[config.mk]
export PLATFORM = sky130hd
export DESIGN_NAME = fetch_ctrl
export DESIGN_NICKNAME = d
export VERILOG_FILES = /design/src/rtl/fetch_ctrl.sv
export SDC_FILE = /design/constraint.sdc
export NUM_CORES = 1
export LEC_CHECK = 0
export BUFFER_PORTS_ARGS = -buffer_cell sky130_fd_sc_hd__buf_4
export CORE_AREA = 2 2 109 111
export CTS_BUF_LIST = sky130_fd_sc_hd__clkbuf_2 sky130_fd_sc_hd__clkbuf_4 sky130_fd_sc_hd__clkbuf_8
export DETAILED_ROUTE_END_ITERATION = 16
export DIE_AREA = 0 0 111 113
export PLACE_DENSITY = 0.77
export SLEW_MARGIN = 20
export SYNTH_ARGS = -nofsm -noshare
export SYNTH_HDL_FRONTEND = slang
export SYNTH_SLANG_ARGS = --single-unit
export TNS_END_PERCENT = 100
[constraint.sdc]
create_clock -name clk -period 7.04 [get_ports clk]
set_input_delay 0.352 -clock clk [delete_from_list [all_inputs] [get_ports clk]]
set_output_delay 0.352 -clock clk [all_outputs]
set_load 0.02 [all_outputs]
[src/rtl/fetch_ctrl.sv]
// Purpose : instruction fetch sequencer (FETCH -> ISSUE -> LOCKED) that owns the pc
//           and waits on a ROB tag when the next-pc is not yet known.
// Latency : one cycle from ic_ack to pc_valid, and one cycle from rob_modify to a
//           redirected ic_req. Backpressure: stall holds ISSUE and ignores dec_valid.
// Ports   : clk/rst (sync, active-low); ic_req/ic_addr/ic_ack icache handshake;
//           pc/pc_valid decoder view; dec_valid/dec_lock/dec_offset decoder result;
//           cdb_valid/cdb_tag/cdb_result tag broadcast; rob_modify/rob_npc redirect;
//           stall downstream hold; pc_locked registered LOCKED indicator.
// Option  : define FETCH_CTRL_PERF_EN to add perf_fetch_cnt / perf_lock_cnt.
module fetch_ctrl #(
  parameter int                ADDR_W   = 32,
  parameter int                TAG_W    = 3,
  parameter logic [ADDR_W-1:0] RESET_PC = 32'h0
) (
  input  logic              clk,
  input  logic              rst,
  output logic              ic_req,
  output logic [ADDR_W-1:0] ic_addr,
  input  logic              ic_ack,
  output logic [ADDR_W-1:0] pc,
  output logic              pc_valid,
  input  logic              dec_valid,
  input  logic [TAG_W-1:0]  dec_lock,
  input  logic [ADDR_W-1:0] dec_offset,
  input  logic              cdb_valid,
  input  logic [TAG_W-1:0]  cdb_tag,
  input  logic [ADDR_W-1:0] cdb_result,
  input  logic              rob_modify,
  input  logic [ADDR_W-1:0] rob_npc,
  input  logic              stall,
  output logic              pc_locked
`ifdef FETCH_CTRL_PERF_EN
  ,
  output logic [31:0]       perf_fetch_cnt,
  output logic [31:0]       perf_lock_cnt
`endif
);

  typedef enum logic [1:0] {
    FETCH  = 2'd0,
    ISSUE  = 2'd1,
    LOCKED = 2'd2
  } state_t;

  state_t              r_state;
  state_t              w_state_nxt;
  logic [ADDR_W-1:0]   r_pc;
  logic [ADDR_W-1:0]   w_pc_nxt;
  logic [TAG_W-1:0]    r_lock;
  logic [TAG_W-1:0]    w_lock_nxt;
  logic                r_pc_locked;
  logic                w_dec_take;
  logic                w_dec_bypass;
  logic                w_lock_hit;

  // Decoder result is only taken when the stage is not stalled.
  assign w_dec_take   = (r_state == ISSUE) && dec_valid && !stall;
  // Tag resolved on the CDB in the very cycle it is reported: skip LOCKED.
  assign w_dec_bypass = cdb_valid && (dec_lock != '0) && (cdb_tag == dec_lock);
  // Tag 0 never matches, so a stray broadcast of tag 0 cannot unlock.
  assign w_lock_hit   = cdb_valid && (cdb_tag != '0) && (cdb_tag == r_lock);

  always_comb begin
    w_state_nxt = r_state;
    w_pc_nxt    = r_pc;
    w_lock_nxt  = r_lock;
    if (rob_modify) begin
      // Redirect wins everywhere; a coincident ic_ack is dropped.
      w_state_nxt = FETCH;
      w_pc_nxt    = rob_npc;
      w_lock_nxt  = '0;
    end else begin
      case (r_state)
        FETCH: begin
          if (ic_ack) w_state_nxt = ISSUE;
        end
        ISSUE: begin
          if (w_dec_take) begin
            if (dec_lock == '0) begin
              w_pc_nxt    = r_pc + dec_offset;
              w_state_nxt = FETCH;
            end else if (w_dec_bypass) begin
              w_pc_nxt    = r_pc + cdb_result;
              w_state_nxt = FETCH;
            end else begin
              w_lock_nxt  = dec_lock;
              w_state_nxt = LOCKED;
            end
          end
        end
        LOCKED: begin
          if (w_lock_hit) begin
            w_pc_nxt    = r_pc + cdb_result;
            w_lock_nxt  = '0;
            w_state_nxt = FETCH;
          end
        end
        default: begin
          w_state_nxt = FETCH;
          w_lock_nxt  = '0;
        end
      endcase
    end
  end

  always_ff @(posedge clk) begin
    if (!rst) begin
      r_state     <= FETCH;
      r_pc        <= RESET_PC;
      r_lock      <= '0;
      r_pc_locked <= 1'b0;
    end else begin
      r_state     <= w_state_nxt;
      r_pc        <= w_pc_nxt;
      r_lock      <= w_lock_nxt;
      r_pc_locked <= (w_state_nxt == LOCKED);
    end
  end

`ifdef FETCH_CTRL_PERF_EN
  logic [31:0] r_perf_fetch_cnt;
  logic [31:0] r_perf_lock_cnt;

  // Only acks that actually advance to ISSUE are counted.
  always_ff @(posedge clk) begin
    if (!rst) begin
      r_perf_fetch_cnt <= '0;
      r_perf_lock_cnt  <= '0;
    end else begin
      if ((r_state == FETCH) && ic_ack && !rob_modify)
        r_perf_fetch_cnt <= r_perf_fetch_cnt + 32'd1;
      if (r_state == LOCKED)
        r_perf_lock_cnt <= r_perf_lock_cnt + 32'd1;
    end
  end

  assign perf_fetch_cnt = r_perf_fetch_cnt;
  assign perf_lock_cnt  = r_perf_lock_cnt;
`endif

  // ic_req is held low while reset is applied, even though state is already FETCH.
  assign ic_req    = rst && (r_state == FETCH);
  assign ic_addr   = r_pc;
  assign pc        = r_pc;
  assign pc_valid  = (r_state == ISSUE);
  assign pc_locked = r_pc_locked;

endmodule

==> impl_table.tex <==
\begin{tabular}{lr}
\hline
Metric & Value \\
\hline
\multicolumn{2}{l}{\textbf{Setup path}} \\
Kind of capture point of the worst setup path & flip-flop \\
Data arrival time of the critical path & 3.33 ns \\
Data required time at the worst endpoint & 7.26 ns \\
Highest net fanout along the worst path & 5 \\
Slowest cell on the critical path & fa\_1 \\
Cells along the critical path & ha\_1 > fa\_1 > a211oi\_2 > nor3\_1 > o31ai\_2 > nor2\_2 > a21oi\_4 > o22ai\_2 > a21o\_1 > a221o\_1 > o211ai\_1 \\
Critical path buffer and inverter count & 0 \\
Cell family contributing the most delay on the critical path & compound AO/OA/AOI/OAI gates \\
Critical path type & reg -> reg \\
Max incr delay on CP & 0.45 ns \\
Critical path startpoint category & flip-flop \\
\multicolumn{2}{l}{\textbf{Global route}} \\
Total GRT Usage & 27.4\% \\
Antenna violations before repair & 0 \\
Number of global-route vias before repair & 5619 \\
Pin count of the biggest net entering global routing & 53 \\
Overflow after GRT & 0 \\
Global-route wire length before repair & 28.4 mm \\
\multicolumn{2}{l}{\textbf{Synth}} \\
Leading post-synthesis cells by instance count & a21oi\_1 (80), nand2\_1 (79), ha\_1 (62) \\
Instance count of the mapped netlist & 752 \\
Part of the Yosys area used for sequential elements & 13.8\% \\
Cell Area, Synth & 5520 um2 \\
Net count of the mapped netlist & 925 \\
Most frequent cell after synthesis & a21oi\_1 \\
Top cell type by total area after synthesis & ha\_1 \\
Share of synthesized registers carrying an async set or reset & 0\% \\
Synth top area cells & ha\_1 (14\%), dfxtp\_1 (14\%), a21oi\_1 (7.3\%), nand2\_1 (5.4\%), xnor2\_1 (4.4\%) \\
Leading register cell type out of synthesis & dfxtp\_1 \\
Share of the synthesized area in the top cell type & 14.0\% \\
Mean post-synth cell area & 7.34 um2 \\
Ys Warns & 0 \\
Distinct cell type count of the synthesized netlist & 71 \\
Post-synth EDFFs & 0 \\
Synthesis-stage register bit count & 38 \\
\multicolumn{2}{l}{\textbf{Place}} \\
Total placed instance area & 6690 um2 \\
I/O Buffers & 175 \\
Final weighted congestion in routability-driven placement & 0.915 \\
Hpwl dp & 13.8 mm \\
\multicolumn{2}{l}{\textbf{Timing}} \\
Max Transition Viols Final & 0 \\
Sum Neg Setup Slack & 0 ns \\
Hold Slack & 0.284 ns \\
Slew at the pin closest to its max-slew limit & 0.846 ns \\
Final period util & 44.1\% \\
Count of final setup violators & 0 \\
Highest clock frequency the design can meet & 322 MHz \\
Worst slew margin relative to its limit & 43.5\% \\
RSZ-0062 raised after global routing & no \\
Maximum clock skew at final layout & 0.0128 ns \\
Hold violation count in the final report & 0 \\
Minimum period implied by the final worst setup slack & 3.11 ns \\
\multicolumn{2}{l}{\textbf{Floorplan}} \\
Standard cell core area & 11300 um2 \\
Initial cell density of the core & 49.0\% \\
Floorplan die width & 111 um \\
Boundary Pins & 176 \\
DIE HEIGHT & 113 um \\
Area enclosed by the die boundary & 12500 um2 \\
Number of rows in the core area & 39 \\
\multicolumn{2}{l}{\textbf{Finish}} \\
Fraction of final layout cells sized beyond drive strength 1 & 24.0\% \\
Post-Layout Inst Area & 6800 um2 \\
Final Util & 60.4\% \\
Ant diodes & 0 \\
Area growth, synth to finish & 23.2\% \\
\# nets final & 1049 \\
\multicolumn{2}{l}{\textbf{Power and ir drop}} \\
Overall power & 0.000920 W \\
Leakage power & 3.24 nW \\
Power per cell area & 135 nW/um2 \\
Part of the total power dissipated in the clock network & 22.2\% \\
Switching component of the power & 0.000371 W \\
Internal power component & 0.000549 W \\
Sw Ratio & 40.3\% \\
Peak supply drop & 0.0920 mV \\
Power share of the sequential group & 26.9\% \\
Relative contribution of combinational cells to total power & 50.9\% \\
\multicolumn{2}{l}{\textbf{Clock network}} \\
Resized Gates After CTS & 0 \\
Clock tree from TritonCTS & done \\
Number of buffers inserted for hold repair after clock tree synthesis & 0 \\
Cell at the root of the clock tree & clkbuf\_8 \\
H-tree depth & 2 \\
Num CTS Buffers & 5 \\
Worst-Skew Late Latency & 0.30 ns \\
Clock Path Buffers & 2 \\
Post-CTS clock slew at the launch and capture registers of the worst setup and hold paths & 0.09 ns \\
Post-CTS setup buffer count & 0 \\
Total number of clock tree sinks & 38 \\
\multicolumn{2}{l}{\textbf{Routing}} \\
Count of TritonRoute iterations in the first routing pass & 5 \\
Avg WL per Cell & 17.5 um \\
Post-route DRC violation count & 0 \\
Detail Route Antenna Nets & 0 \\
Number of DRC markers in iteration 0 & 461 \\
Detailed-route vias per instance & 6.05 \\
WL final & 17.8 mm \\
Vias & 6162 \\
\multicolumn{2}{l}{\textbf{Run status}} \\
Result of the run & complete, no violations \\
\multicolumn{2}{l}{\textbf{Worst hold path}} \\
Worst min-delay path category & in -> reg \\
\multicolumn{2}{l}{\textbf{Job}} \\
Number of max-cap violations & 0 \\
\hline
\end{tabular}
layer usage:
metal / track usage (%) / share of wire, % / vias to the layer above
met3: 4.18 / 9.4 / 18
met4: 5.50 / 1.5 / 0
met5: 0 / 0 / -
li1: - / - / 3010
met1: 38.0 / 44 / 2826
met2: 45.4 / 45 / 308
worst reg2reg max path, cell delays in order (launching register included):
cell and delay (ns):
dfxtp_1 0.36, ha_1 0.28, fa_1 0.45, a211oi_2 0.30, nor3_1 0.14, o31ai_2 0.38
nor2_2 0.10, a21oi_4 0.23, o22ai_2 0.17, a21o_1 0.21, a221o_1 0.34, o211ai_1 0.07
per-stage QoR:
| stage | std cells | setup slack (ns) |
|---|---|---|
| 2_1_floorplan | 752 | 4.23 |
| 3_3_place_gp | 1012 | 3.94 |
| 3_5_place_dp | 1012 | 3.89 |
| 4_1_cts | 1019 | 3.96 |
| 5_1_grt | 1019 | 3.81 |
| 6_report | 1019 | 3.93 |
power by group through the flow:
| stage | Combinational (W) | Clock (W) | Sequential, W |
|---|---|---|---|
| 2_1_floorplan | 0.000314 | 0 | 0.000260 |
| 3_3_place_gp | 0.000457 | 0 | 0.000253 |
| 3_5_place_dp | 0.000460 | 0 | 0.000253 |
| 4_1_cts | 0.000463 | 0.000205 | 0.000248 |
| 5_1_grt | 0.000513 | 0.000211 | 0.000250 |
| 6_report | 0.000468 | 0.000204 | 0.000248 |
cells in the final DEF, fill, tap and decap left out, types with 5 or more instances in the layout:
| master | count |
|---|---|
| nand2b_1 | 5 |
| dfxtp_1 | 38 |
| xor2_1 | 28 |
| nand2_1 | 79 |
| xnor2_1 | 28 |
| nor2_1 | 56 |
| o21ai_0 | 40 |
| nand3_1 | 15 |
| inv_1 | 16 |
| a21o_1 | 28 |
| a41oi_1 | 5 |
| buf_4 | 179 |
| o21bai_1 | 15 |
| clkbuf_8 | 6 |
| mux2i_1 | 5 |
| a32oi_1 | 5 |
| nor3_1 | 18 |
| ha_1 | 62 |
| and3_1 | 14 |
| o21ai_1 | 21 |
| o211ai_1 | 10 |
| a21oi_1 | 80 |
| a211oi_1 | 26 |
| nand4_1 | 10 |
cell type report:
class                           count  area (um2)
Clock buffer                        6        82.6
Fill cell                        1094        4470
Inverter                           16        60.1
Sequential cell                    38         761
Timing Repair Buffer              179        1340
Clock inverter                      1        30.0
Multi-Input combinational cell    636        4350
Tap cell                          143         179
flip-flops by register name (all words and copies together) (netlist names):
name / flops
pc_locked: 1
ic_addr: 32
r_state: 2
r_lock: 3
final timing paths:
kind               from          end  slack [ns]  cells after the start
max          ic_addr[0]  ic_addr[30]        3.93                     11
min          rob_npc[0]   ic_addr[0]        0.28                      3
max reg2reg  ic_addr[0]  ic_addr[30]        3.93                     11
min reg2reg   r_lock[0]    r_lock[0]        0.48                      2
cells by family after synthesis:
| group | after synthesis | share of synthesized area (%) |
|---|---|---|
| adders and majority gates | 64 | 14.8 |
| DFF | 38 | 13.8 |
| and+or+nand+nor | 227 | 19.4 |
| muxes | 5 | 0.906 |
| xor gates and xnor gates | 56 | 8.88 |
| AOI/OAI and AO/OA | 284 | 34.7 |
| buffers and inverters | 78 | 7.55 |
Power figures use the tool's default switching activity.
